--- src/rtl/core_ctrl.sv ---
// core_ctrl: instruction sequencer that runs one attention-row job on `core` per start pulse.
// Optional macro CORE_CTRL_PERF_EN adds a saturating busy-cycle counter output (cycle_cnt).
module core_ctrl #(
    parameter int bw        = 8,
    parameter int pr        = 8,
    parameter int col       = 8,
    parameter int N_Q       = 8,
    parameter int N_K       = 8,
    parameter int DRAIN_CYC = 16,
    parameter int SFP_LAT   = 1
) (
    input  logic             clk,
    input  logic             reset,
    input  logic             start,
    input  logic [pr*bw-1:0] in_data,
    input  logic             in_valid,
    output logic             in_ready,
    output logic [19:0]      inst,
    output logic [pr*bw-1:0] mem_in,
    output logic             busy,
    output logic             done
`ifdef CORE_CTRL_PERF_EN
    ,
    output logic [15:0]      cycle_cnt
`endif
);

    if (N_Q < 1 || N_Q > 16 || N_K < 1 || N_K > 16 || DRAIN_CYC < 1 || SFP_LAT < 1 || col < 1)
    begin : g_bad_param
        $error("core_ctrl: parameter out of supported range");
    end

    typedef enum logic [3:0] {
        S_IDLE, S_LOAD_Q, S_LOAD_K, S_KLOAD, S_EXEC,
        S_DRAIN, S_OFIFO, S_ACC, S_DIV, S_DONE
    } state_t;

    typedef struct packed {
        logic       sfp_wr2pmem;
        logic       sfp_div;
        logic       sfp_acc;
        logic       ofifo_rd;
        logic [3:0] qkmem_add;
        logic [3:0] pmem_add;
        logic       execute;
        logic       kernel_load;
        logic       qmem_rd;
        logic       qmem_wr;
        logic       kmem_rd;
        logic       kmem_wr;
        logic       pmem_rd;
        logic       pmem_wr;
    } inst_t;

    localparam int DIV_LEN  = 2 + SFP_LAT;
    localparam int STEP_MAX = (DRAIN_CYC > DIV_LEN) ? DRAIN_CYC : DIV_LEN;
    localparam int STEP_W   = $clog2(STEP_MAX + 1);

    localparam logic [4:0]        NQ         = 5'(N_Q);
    localparam logic [4:0]        NK         = 5'(N_K);
    localparam logic [4:0]        LAST_Q     = 5'(N_Q - 1);
    localparam logic [4:0]        LAST_K     = 5'(N_K - 1);
    localparam logic [STEP_W-1:0] LAST_DRAIN = STEP_W'(DRAIN_CYC - 1);
    localparam logic [STEP_W-1:0] LAST_DIV   = STEP_W'(DIV_LEN - 1);

    state_t            state;
    inst_t             inst_q;
    logic [4:0]        row;
    logic [STEP_W-1:0] step;
    logic              accept;

    assign accept = in_valid && in_ready;
    assign inst   = inst_q;

    always_ff @(posedge clk or negedge reset) begin
        if (!reset) begin
            state    <= S_IDLE;
            row      <= '0;
            step     <= '0;
            inst_q   <= '0;
            mem_in   <= '0;
            in_ready <= 1'b0;
            busy     <= 1'b0;
            done     <= 1'b0;
        end else begin
            // NOTE: per-cycle outputs default to 0 here so each state only sets its own fields.
            inst_q <= '0;
            mem_in <= '0;
            done   <= 1'b0;
            case (state)
                S_IDLE: begin
                    if (start) begin
                        state    <= S_LOAD_Q;
                        row      <= '0;
                        in_ready <= 1'b1;
                        busy     <= 1'b1;
                    end
                end
                S_LOAD_Q: begin
                    if (accept) begin
                        inst_q.qmem_wr   <= 1'b1;
                        inst_q.qkmem_add <= row[3:0];
                        mem_in           <= in_data;
                        if (row == LAST_Q) begin
                            state <= S_LOAD_K;
                            row   <= '0;
                        end else begin
                            row <= row + 5'd1;
                        end
                    end
                end
                S_LOAD_K: begin
                    if (accept) begin
                        inst_q.kmem_wr   <= 1'b1;
                        inst_q.qkmem_add <= row[3:0];
                        mem_in           <= in_data;
                        if (row == LAST_K) begin
                            state    <= S_KLOAD;
                            row      <= '0;
                            in_ready <= 1'b0;
                        end else begin
                            row <= row + 5'd1;
                        end
                    end
                end
                S_KLOAD: begin
                    // The extra trailing cycle lets the last kernel row settle in the array.
                    inst_q.kernel_load <= 1'b1;
                    if (row != NK) begin
                        inst_q.kmem_rd   <= 1'b1;
                        inst_q.qkmem_add <= row[3:0];
                        row              <= row + 5'd1;
                    end else begin
                        state <= S_EXEC;
                        row   <= '0;
                    end
                end
                S_EXEC: begin
                    inst_q.execute <= 1'b1;
                    if (row != NQ) begin
                        inst_q.qmem_rd   <= 1'b1;
                        inst_q.qkmem_add <= row[3:0];
                        row              <= row + 5'd1;
                    end else begin
                        state <= S_DRAIN;
                        step  <= '0;
                    end
                end
                S_DRAIN: begin
                    if (step == LAST_DRAIN) begin
                        state <= S_OFIFO;
                        row   <= '0;
                    end else begin
                        step <= step + STEP_W'(1);
                    end
                end
                S_OFIFO: begin
                    inst_q.ofifo_rd <= 1'b1;
                    inst_q.pmem_wr  <= 1'b1;
                    inst_q.pmem_add <= row[3:0];
                    if (row == LAST_Q) begin
                        state <= S_ACC;
                        row   <= '0;
                    end else begin
                        row <= row + 5'd1;
                    end
                end
                S_ACC: begin
                    // Accumulate trails the psum read by one cycle.
                    if (row != NQ) begin
                        inst_q.pmem_rd  <= 1'b1;
                        inst_q.pmem_add <= row[3:0];
                    end
                    if (row != 5'd0) begin
                        inst_q.sfp_acc <= 1'b1;
                    end
                    if (row == NQ) begin
                        state <= S_DIV;
                        row   <= '0;
                        step  <= '0;
                    end else begin
                        row <= row + 5'd1;
                    end
                end
                S_DIV: begin
                    if (step == '0) begin
                        inst_q.pmem_rd  <= 1'b1;
                        inst_q.pmem_add <= row[3:0];
                    end else if (step == STEP_W'(1)) begin
                        inst_q.sfp_div <= 1'b1;
                    end else if (step == LAST_DIV) begin
                        inst_q.pmem_wr     <= 1'b1;
                        inst_q.sfp_wr2pmem <= 1'b1;
                        inst_q.pmem_add    <= row[3:0];
                    end
                    if (step == LAST_DIV) begin
                        step <= '0;
                        if (row == LAST_Q) begin
                            state <= S_DONE;
                            done  <= 1'b1;
                        end else begin
                            row <= row + 5'd1;
                        end
                    end else begin
                        step <= step + STEP_W'(1);
                    end
                end
                S_DONE: begin
                    state <= S_IDLE;
                    busy  <= 1'b0;
                end
                default: begin
                    state <= S_IDLE;
                end
            endcase
        end
    end

`ifdef CORE_CTRL_PERF_EN
    always_ff @(posedge clk or negedge reset) begin
        if (!reset) begin
            cycle_cnt <= '0;
        end else if (state == S_IDLE && start) begin
            cycle_cnt <= '0;
        end else if (busy && cycle_cnt != 16'hFFFF) begin
            cycle_cnt <= cycle_cnt + 16'd1;
        end
    end
`endif

endmodule

--- config.mk ---
export PLATFORM = sky130hd
export DESIGN_NAME = core_ctrl
export DESIGN_NICKNAME = d
export VERILOG_FILES = /design/src/rtl/core_ctrl.sv
export SDC_FILE = /design/constraint.sdc
export NUM_CORES = 1
export LEC_CHECK = 0
export CORE_AREA = 2 2 99 101
export CTS_CLUSTER_SIZE = 30
export DETAILED_ROUTE_END_ITERATION = 8
export DIE_AREA = 0 0 101 103
export GPL_ROUTABILITY_DRIVEN = 0
export HOLD_SLACK_MARGIN = 0.05
export PLACE_DENSITY = 0.88
export SYNTH_ARGS = -nofsm -noshare
export SYNTH_HDL_FRONTEND = slang
export SYNTH_SLANG_ARGS = --single-unit
--- constraint.sdc ---
create_clock -name clk -period 2.6 [get_ports clk]
set_input_delay 0.52 -clock clk [delete_from_list [all_inputs] [get_ports clk]]
set_output_delay 0.52 -clock clk [all_outputs]
set_load 0.02 [all_outputs]
==> results of run 1 <==
[critical path, cell delays in order, from the launching register on]
cell and delay [ps]:
dfrtp_1 610, nor2_1 520, a21boi_0 170, o32a_1 340, o2111ai_2 120, mux2_2 360
[layout by cell type (no fill, tap or decap), types with 3 or more instances in the layout]
cell type / netlist / routed
clkdlybuf4s50_1: 0 / 153
dfrtp_1: 101 / 101
and2_1: 67 / 67
nor2_1: 17 / 17
inv_1: 16 / 16
nand2_1: 13 / 13
a21oi_1: 13 / 12
clkbuf_8: 0 / 9
nand3_1: 8 / 8
nand2b_1: 7 / 7
o21ai_0: 7 / 7
ha_1: 7 / 7
nor3_1: 6 / 6
o22ai_1: 4 / 4
buf_4: 0 / 4
nor2b_1: 3 / 3
a21o_1: 3 / 3
a21boi_0: 3 / 3
[per-stage QoR]
| step | total power [mW] | hold WS (ps) | cells |
|---|---|---|---|
| after detailed placement | 2.29 | 543 | 590 |
| after global routing | 3.39 | 210 | 606 |
| after global placement | 2.27 | 536 | 590 |
| final | 3.25 | 162 | 606 |
| after CTS | 3.27 | 183 | 606 |
| after floorplan | 1.99 | 224 | 334 |
[report_power, final]
group / leakage, nW / internal, mW / switching (mW) / total, mW
combinational: 1.15 / 0.282 / 0.289 / 0.571
sequential: 1.37 / 1.63 / 0.0529 / 1.69
clock: 0.0996 / 0.448 / 0.548 / 0.997
total: 2.62 / 2.36 / 0.890 / 3.25
[cells in the mapped netlist, drive strengths merged, types with 7 or more instances]
master  instances  area (um^2)
dfrtp         101         2530
and2           67          419
nor2           17         63.8
inv            16         60.1
a21oi          13         65.1
nand2          13         48.8
clkbuf         10         37.5
nand3           8         40.0
o21ai           8         40.0
ha              7         87.6
nand2b          7         43.8
nor3            7         40.0
[registers in the layout, summed over array words and instances (netlist names)]
name	flops
mem_in	64
inst	20
row	5
step	5
state	4
busy	1
done	1
in_ready	1
[path summary, 6_finish.rpt]
path,end,cells after the start,from,slack (ps)
hold / removal,mem_in[30],1,reset,160
min in group clk,step[0],1,step[0],560
setup reg to reg,state[0],5,state[1],360
hold reg to reg,step[0],1,step[0],560
max in group asynchronous,mem_in[26],2,reset,1750
setup / recovery,state[0],5,state[1],360
[metal layers]
layer | vias up | GRT usage, % | share of wire, %
li1 | 1416 | - | -
met1 | 1446 | 22.7 | 40
met2 | 146 | 31.2 | 50
met3 | 17 | 4.14 | 7.4
met4 | 0 | 8.52 | 1.7
met5 | - | 0 | 0
[logic make-up (layout without fill, tap and decap cells)]
| group | Yosys count | in the layout |
|---|---|---|
| AOI/OAI and AO/OA | 51 | 51 |
| DFF | 101 | 101 |
| buffers and inverters | 33 | 191 |
| adders and majority gates | 7 | 7 |
| muxes | 3 | 3 |
| xor gates and xnor gates | 2 | 2 |
| and+or+nand+nor | 137 | 137 |
[cell type report]
class                           instances  area, um^2
Inverter                               17        63.8
Tap cell                              114         143
Multi-Input combinational cell        200        1300
Timing Repair Buffer                  158        1580
Clock inverter                          7        73.8
Sequential cell                       101        2530
Fill cell                             729        3650
Clock buffer                            9         124
==> results.md, run 1 <==
* Final design utilization at 61.4%
* Critical path fanouts, max at 20
* Actual transition at the worst max-transition pin at 622 ps
* Global-route wire length before repair at 14800 um
* Tightest Hold Check Type: in2async
* Wire per inst at 15.7 um
* Ant. Diodes at 0
* Initial core utilization at 41.9%
* Number of nets still failing antenna checks after routing at 0
* Clock transition time at the flip-flop clock pins of the worst setup and hold paths at 90 ps
* Number of buffers on the longest clock path at 2
* Critical path capture point type: register
* Placement Rows at 36
* Remaining design rule violation count at 0
* Max IR drop VDD at 0.329 mV
* Compound-cell area share of the yosys netlist at 8.88%
* Iteration count of the initial detailed-routing pass at 6
* Syn_nets at 409
* Clk Tree Root Cell: clkbuf_8
* Overall die area at 0.0104 mm^2
* Clk Latency, worst-skew pair at 360 ps
* Warnings from Yosys at 0
* Hold Vio Cnt, Final at 0
* Count of flip-flops with a built-in enable after synthesis at 0
* Number of register bits inferred by synthesis at 101
* Number of max-cap violations at 0
* Total number of vias at 3025
* Die Span Y at 103 um
* Number of port buffers at 154
* Max Clock Skew at 9.67 ps
* Number of global-route vias before repair at 2926
* I/O pin total at 155
* Total number of H-tree levels at 3
* HPWL after detailed placement at 7040 um
* Adder and majority cell fraction of the synthesized area at 2.21%
* Largest net degree at the start of global routing at 54
* Total routed wirelength at 9540 um
* Total congestion overflow at 0
* Number of nets in the final layout at 562
* Largest family of logic cells by synthesized area: simple AND/OR/NAND/NOR gates
* Area share of xor/xnor cells in the synthesized design at 0.442%
* Synthesized cell area at 0.00396 mm^2
* CP startpoint kind: register
* CTS tree: done
* Die outline width at 101 um
* Worst endpoint data arrival time at 2500 ps
* Period utilisation layout at 86.0%
* Required time worst endpoint at 2860 ps
* Top_reg_cell synth: dfrtp_1
* Number of post-CTS setup repair buffers at 0
* Setup total negative slack at 0 ps
* Leakage power at 2.62 nW
* Area Growth Syn to Fin at 46.8%
* Proportion of layout cells with a drive suffix above 1 at 6.10%
* Number of distinct library cell variants in the gate-level netlist after synthesis at 49
* Finish-stage setup viols at 0
* Global-route usage over all layers at 18.5%
* DRC violation total after the first TritonRoute iteration at 166
* Multiplexer fraction of the synthesized cell area at 0.790%
* Number of antenna violations at the first check in global routing at 0
* # resized after CTS at 0
* Share of flip-flops with an asynchronous set or reset at 100%
* Status: finished clean
* Clock Sinks at 101
* Floorplan core area at 0.00946 mm^2
* Mapped Cells at 334
* Instance area at placement at 0.00561 mm^2
* Worst Setup Slack post-DPL at 310 ps
* Unrepaired setup endpoints after global routing: no
* Simple-gate share of the synthesized area at 20.2%
* Number of CTS-inserted buffers at 9
* Category of the most critical setup path: reg2reg
* Final min period at 2240 ps
* Worst setup slack after layout at 364 ps
* Pins Over Slew Limit at 0
* Highest achievable clock rate at 447 MHz
* Post-Layout Inst Area at 0.00581 mm^2
* Worst slew margin relative to its limit at 58.5%
* Average via count per standard cell at 4.99
* Syn_area_per_cell at 11.9 um^2
* Hold buffer count at cts at 0
* Share of synthesized area occupied by flip-flops and latches at 63.8%
* PD cells at 560 mW/mm^2
Power figures use the tool's default switching activity.
==> inputs of run 2 (changes only) <==
- clock period: 2.6 -> 2.1 ns (I/O delays scaled with it)
==> results.md, run 2 (synthesis gave the netlist of run 1 again) <==
* Status: finished clean
* Die Span Y at 103 um (unchanged)
* CP startpoint kind: register
* Period utilisation layout at 96.4% (+10 points)
* Number of nets still failing antenna checks after routing at 0 (unchanged)
* Highest achievable clock rate at 494 MHz (+10%)
* Largest net degree at the start of global routing at 102 (+89%)
* Actual transition at the worst max-transition pin at 525 ps (-97.0 ps)
* Clk Tree Root Cell: clkbuf_8
* Area Growth Syn to Fin at 51.3%
* Number of antenna violations at the first check in global routing at 0 (unchanged)
* Setup total negative slack at 0 ps (unchanged)
* Total number of vias at 3070 (+1.5%)
* DRC violation total after the first TritonRoute iteration at 243 (+46%)
* Instance area at placement at 0.00574 mm^2 (+2.2%)
* Tightest Hold Check Type: in2async
* Iteration count of the initial detailed-routing pass at 4 (-2)
* Average via count per standard cell at 4.93 (-1.3%)
* Total routed wirelength at 9710 um (+1.8%)
* Worst reg-to-reg path cell count at 6 (+1)
* HPWL after detailed placement at 6900 um (-2.0%)
* Number of nets in the final layout at 579 (+3.0%)
* Post-Layout Inst Area at 0.00599 mm^2 (+3.0%)
* Total congestion overflow at 0 (unchanged)
* Multi-input gate area in the final layout at 0.00134 mm^2 (+2.9%)
* Number of port buffers at 154 (unchanged)
* CTS tree: done
* Initial core utilization at 41.9% (unchanged)
* Ant. Diodes at 0 (unchanged)
* Worst slew margin relative to its limit at 65.0% (+6.5 points)
* Global-route usage over all layers at 18.3% (-0.13 points)
* Fin Hold WS at 96.4 ps (-66.0 ps)
* Die outline width at 101 um (unchanged)
* Global-route wire length before repair at 14600 um (-0.89%)
* Total number of H-tree levels at 3 (unchanged)
* Number of CTS-inserted buffers at 9 (unchanged)
* Combined flip-flop and latch cell area at 0.00253 mm^2 (about the same)
* Finish-stage setup viols at 0 (unchanged)
* Required time worst endpoint at 2370 ps (-490 ps)
* Clock Sinks at 101 (unchanged)
* Flip-flop count of the largest register, all copies and words added at 64 (unchanged)
* Max Clock Skew at 18.9 ps (+9.24 ps)
* Number of global-route vias before repair at 2989 (+2.2%)
* Critical path fanouts, max at 5 (-75%)
* Worst Setup Slack post-DPL at 4.05 ps (-306 ps)
* Overall die area at 0.0104 mm^2 (unchanged)
* Wire per inst at 15.6 um (-0.98%)
* Floorplan core area at 0.00946 mm^2 (unchanged)
* Most common cell after layout, fill and taps aside: clkdlybuf4s50_1
* Most frequent cells in the layout: clkdlybuf4s50_1 (153), dfrtp_1 (100), and2_1 (67)
* Critical path capture point type: register
* Biggest register: mem_in
* Hold Vio Cnt, Final at 0 (unchanged)
* Endpoint of the worst register-to-register path: state[0]
* Number of max-cap violations at 0 (unchanged)
* Placement Rows at 36 (unchanged)
* Category of the most critical setup path: reg2reg
* Number of buffers on the longest clock path at 2 (unchanged)
* Pins Over Slew Limit at 0 (unchanged)
* Proportion of layout cells with a drive suffix above 1 at 9.82% (+3.7 points)
* Unrepaired setup endpoints after global routing: no
* PD cells at 676 mW/mm^2 (+21%)
* Remaining design rule violation count at 0 (unchanged)
* Post-route total power at 4.05 mW (+24%)
* Max IR drop VDD at 0.428 mV (+30%)
* Final min period at 2020 ps (-212 ps)
* I/O pin total at 155 (unchanged)
* Clk Latency, worst-skew pair at 370 ps (about the same)
* Worst r2r src: step[1]
* Clock transition time at the flip-flop clock pins of the worst setup and hold paths at 120 ps (+30 ps)
* Reg2Reg Setup Slack at 80 ps (-290 ps)
* Worst setup slack after layout at 75.9 ps (-288 ps)
* Number of filler instances in the final layout at 713 (-2.2%)
* Leakage power at 2.71 nW (+3.5%)
* Worst endpoint data arrival time at 2290 ps (-210 ps)
run 2: how the worst max path moves through the flow:
| stage | start | end | slack, ps | depth (start not counted) |
|---|---|---|---|---|
| floorplan | step[0] | state[0] | 130 | 6 |
| detailed placement | step[0] | state[0] | 4 | 6 |
| global placement | in_valid | state[0] | 40 | 6 |
| CTS | step[0] | state[0] | 5 | 6 |
| finish | step[1] | state[0] | 80 | 6 |
| global route | step[0] | state[1] | 10 | 9 |
run 2: final cells by class:
cell class,count,share of cell area [%]
multi-input cells,200,22.3
clock inverters,7,1.19
well taps,114,2.38
clock buffers,9,2.07
flip-flops and latches,101,42.2
repair buffers,175,28.8
inverters,17,1.07
run 2: metrics by stage:
stage / std cells / utilization (%)
after detailed placement: 605 / 60.7
after global routing: 623 / 63.3
after CTS: 621 / 62.7
after global placement: 605 / 60.7
final: 623 / 63.3
after floorplan: 334 / -
run 2: per-layer routing:
layer / wire length (um) / vias up / global-route usage (%)
li1: - / 1447 / -
met1: 3980 / 1471 / 23.4
met2: 4920 / 138 / 29.9
met3: 656 / 14 / 4.95
met4: 153 / 0 / 7.28
met5: 0 / - / 0
run 2: worst max-delay path: stages (launching register included):
cell       delay (ps)
dfrtp_1           440
ha_2              200
and3_1            150
ha_1              220
o32a_4            440
o2111ai_2         120
mux2_2            360
run 2: power by group:
| group | leakage, nW | switching, mW | internal, mW |
|---|---|---|---|
| clock | 0.0922 | 0.736 | 0.462 |
| combinational | 1.25 | 0.397 | 0.389 |
| sequential | 1.37 | 0.0388 | 2.02 |
| total | 2.71 | 1.17 | 2.87 |
run 2: what timing repair did:
item                                   4_1_cts  5_1_grt
setup endpoints to repair                    0        9
resized for setup                            0        6
hold buffers                                 0        0
endpoints found under the hold margin        0        0
buffers inserted                             0        2
==> inputs of run 3 (changes only) <==
- CORE_AREA: 2 2 99 101 -> 2 2 127 80
- DIE_AREA: 0 0 101 103 -> 0 0 129 82
- GPL_TIMING_DRIVEN: unset -> 0
==> results.md, run 3 (synthesis gave the netlist of run 1 again) <==
* Relative contribution of sequential cells to total power at 45.3% (-5.7 points)
* Die outline width at 129 um (+28%)
* Number of buffers on the longest clock path at 2 (unchanged)
* Largest net degree at the start of global routing at 53 (-48%)
* Pins Over Slew Limit at 0 (unchanged)
* Remaining design rule violation count at 0 (unchanged)
* Overall die area at 0.0106 mm^2 (+1.7%)
* Placement Rows at 28 (-22%)
* Number of port buffers at 154 (unchanged)
* Flip-flop count of the largest register, all copies and words added at 64 (unchanged)
* I/O pin total at 155 (unchanged)
* Floorplan core area at 0.00949 mm^2 (+0.37%)
* Hold Vio Cnt, Final at 0 (unchanged)
* Critical path fanouts, max at 10 (+5)
* Worst reg-to-reg path cell count at 6 (unchanged)
* Clock transition time at the flip-flop clock pins of the worst setup and hold paths at 70 ps (-50 ps)
* Most frequent cells in the layout: clkdlybuf4s50_1 (153), dfrtp_1 (100), and2_1 (67)
* Worst r2r src: state[0]
* Tightest Hold Check Type: in2async
* Total routed wirelength at 10100 um (+3.6%)
* Cell breakdown of the critical path: buf_6 -> or4b_4 -> buf_6 -> o32a_4 -> o2111ai_4 -> mux2_4
* Clk Tree Root Cell: clkbuf_16
* Global-route usage over all layers at 19.2% (+0.89 points)
* Critical path capture point type: register
* Number of nets in the final layout at 578 (-0.17%)
* Highest achievable clock rate at 494 MHz (about the same)
* CP startpoint kind: register
* Number of CTS-inserted buffers at 9 (unchanged)
* Kind of cell with the highest combined delay on the critical path: simple AND/OR/NAND/NOR gates
* Status: finished clean
* Number of antenna violations at the first check in global routing at 0 (unchanged)
* Max IR drop VDD at 0.420 mV (-1.9%)
* Total number of H-tree levels at 3 (unchanged)
* Power Internal at 3.35 mW (+17%)
* Source of the critical timing path: state[0]
* Worst endpoint data arrival time at 2250 ps (-40 ps)
* Number of global-route vias before repair at 3024 (+1.2%)
* Actual transition at the worst max-transition pin at 647 ps (+122 ps)
* Category of the most critical setup path: reg2reg
* Most common cell after layout, fill and taps aside: clkdlybuf4s50_1
* Wire per inst at 15.7 um (+0.52%)
* Comb pwr share at 17.6% (-1.8 points)
* Relative contribution of the clock network to total power at 37.1% (+7.5 points)
* Worst slew margin relative to its limit at 56.8% (-8.2 points)
* Fin Hold WS at 102 ps (+5.93 ps)
* Required time worst endpoint at 2320 ps (-50 ps)
* Hold buffer count at cts at 0 (unchanged)
* Endpoint of the worst register-to-register path: state[0]
* PD cells at 746 mW/mm^2 (+10%)
* HPWL after detailed placement at 7240 um (+4.9%)
* Number of max-cap violations at 0 (unchanged)
* Final min period at 2020 ps (+0.273 ps)
* Period utilisation layout at 96.4% (about the same)
* Slowest-stage cell, CP: or4b_4
* Initial core utilization at 41.7% (-0.15 points)
* Post-route total power at 4.55 mW (+13%)
* Global-route wire length before repair at 15600 um (+6.4%)
* Number of filler instances in the final layout at 710 (-0.42%)
* Max Clock Skew at 4.45 ps (-14.5 ps)
* Library cell appearing most often on the critical path: buf_6
* Biggest cell delay along the critical path at 520 ps (+80 ps)
* Biggest register: mem_in
* Total congestion overflow at 0 (unchanged)
* Proportion of layout cells with a drive suffix above 1 at 9.27% (-0.55 points)
* Leakage power at 2.76 nW (+1.6%)
* Die Span Y at 82 um (-20%)
* DRC violation total after the first TritonRoute iteration at 265 (+9.1%)
* Clock Sinks at 101 (unchanged)
* Clk Latency, worst-skew pair at 340 ps (-30 ps)
* Average via count per standard cell at 4.85 (-1.5%)
* Iteration count of the initial detailed-routing pass at 4 (unchanged)
* Finish-stage setup viols at 0 (unchanged)
* Switching power as a share of total power at 26.4% (-2.5 points)
* Reported net switching power at 1.20 mW (+2.7%)
* Area Growth Syn to Fin at 54.1%
* Reg2Reg Setup Slack at 80 ps (about the same)
* Buffers plus inverters on the worst setup path at 2 (+2)
* Total number of vias at 3116 (+1.5%)
* CTS tree: done
* Number of nets still failing antenna checks after routing at 0 (unchanged)
* Ant. Diodes at 0 (unchanged)
==> run 3: changes by cell type in the layout (fill, tap and decap cells not counted), moves of 5 or more <==
cell,previous run,this run
buf_4,20,4
clkbuf_8,9,0
clkbuf_2,0,5
clkbuf_16,0,9
clkbuf_1,0,5
==> run 3: area by class of cell <==
type | count | area, um^2 | area share, %
Buffer | 16 | 91.3 | 1.50
Clock buffer | 9 | 225 | 3.69
Clock inverter | 6 | 78.8 | 1.29
Inverter | 17 | 63.8 | 1.05
Multi-Input combinational cell | 200 | 1360 | 22.2
Sequential cell | 101 | 2530 | 41.4
Tap cell | 135 | 169 | 2.77
Timing Repair Buffer | 158 | 1590 | 26.0
==> run 3: how the worst max path moves through the flow <==
stage / endpoint / slack (ps) / cells past startpoint
after floorplan: state[0] / 130 / 6
after global placement: mem_in[19] / -2970 / 1
after detailed placement: mem_in[7] / -170 / 6
after CTS: state[0] / 1 / 6
after global routing: row[0] / -20 / 7
final: state[0] / 80 / 6
==> run 3: metrics by stage <==
step                      setup WS, ps  instance area (um^2)  TNS (ps)  std cells  util [%]
after global routing             -20.0                  6100     -28.9        642      64.3
after detailed placement          -168                  5690     -6050        624      60.0
after global placement           -2970                  5670   -304870        623      59.7
after floorplan                    134                  3960         0        334         -
final                             75.6                  6100         0        642      64.3
after CTS                         1.09                  6020         0        639      63.4
==> run 3: layer usage <==
layer	vias up	wire length, um	GRT usage [%]
met5	-	0	0
met1	1504	4600	26.6
met4	0	89	4.57
met2	150	4650	30.1
met3	13	724	5.67
li1	1449	-	-
==> run 3: power groups by stage <==
stage | combinational (mW) | clock (mW) | sequential, mW
after global placement | 0.728 | 0 | 2.10
after floorplan | 0.299 | 0 | 2.17
after global routing | 0.870 | 1.81 | 2.07
after CTS | 0.768 | 1.73 | 2.06
final | 0.800 | 1.69 | 2.06
after detailed placement | 0.754 | 0 | 2.10
==> run 3: timing repair <==
action | 4_1_cts | 5_1_grt
setup buffers | 0 | 3
pin swaps | 0 | 2
resized for setup | 9 | 12
endpoints found under the setup margin | 44 | 59
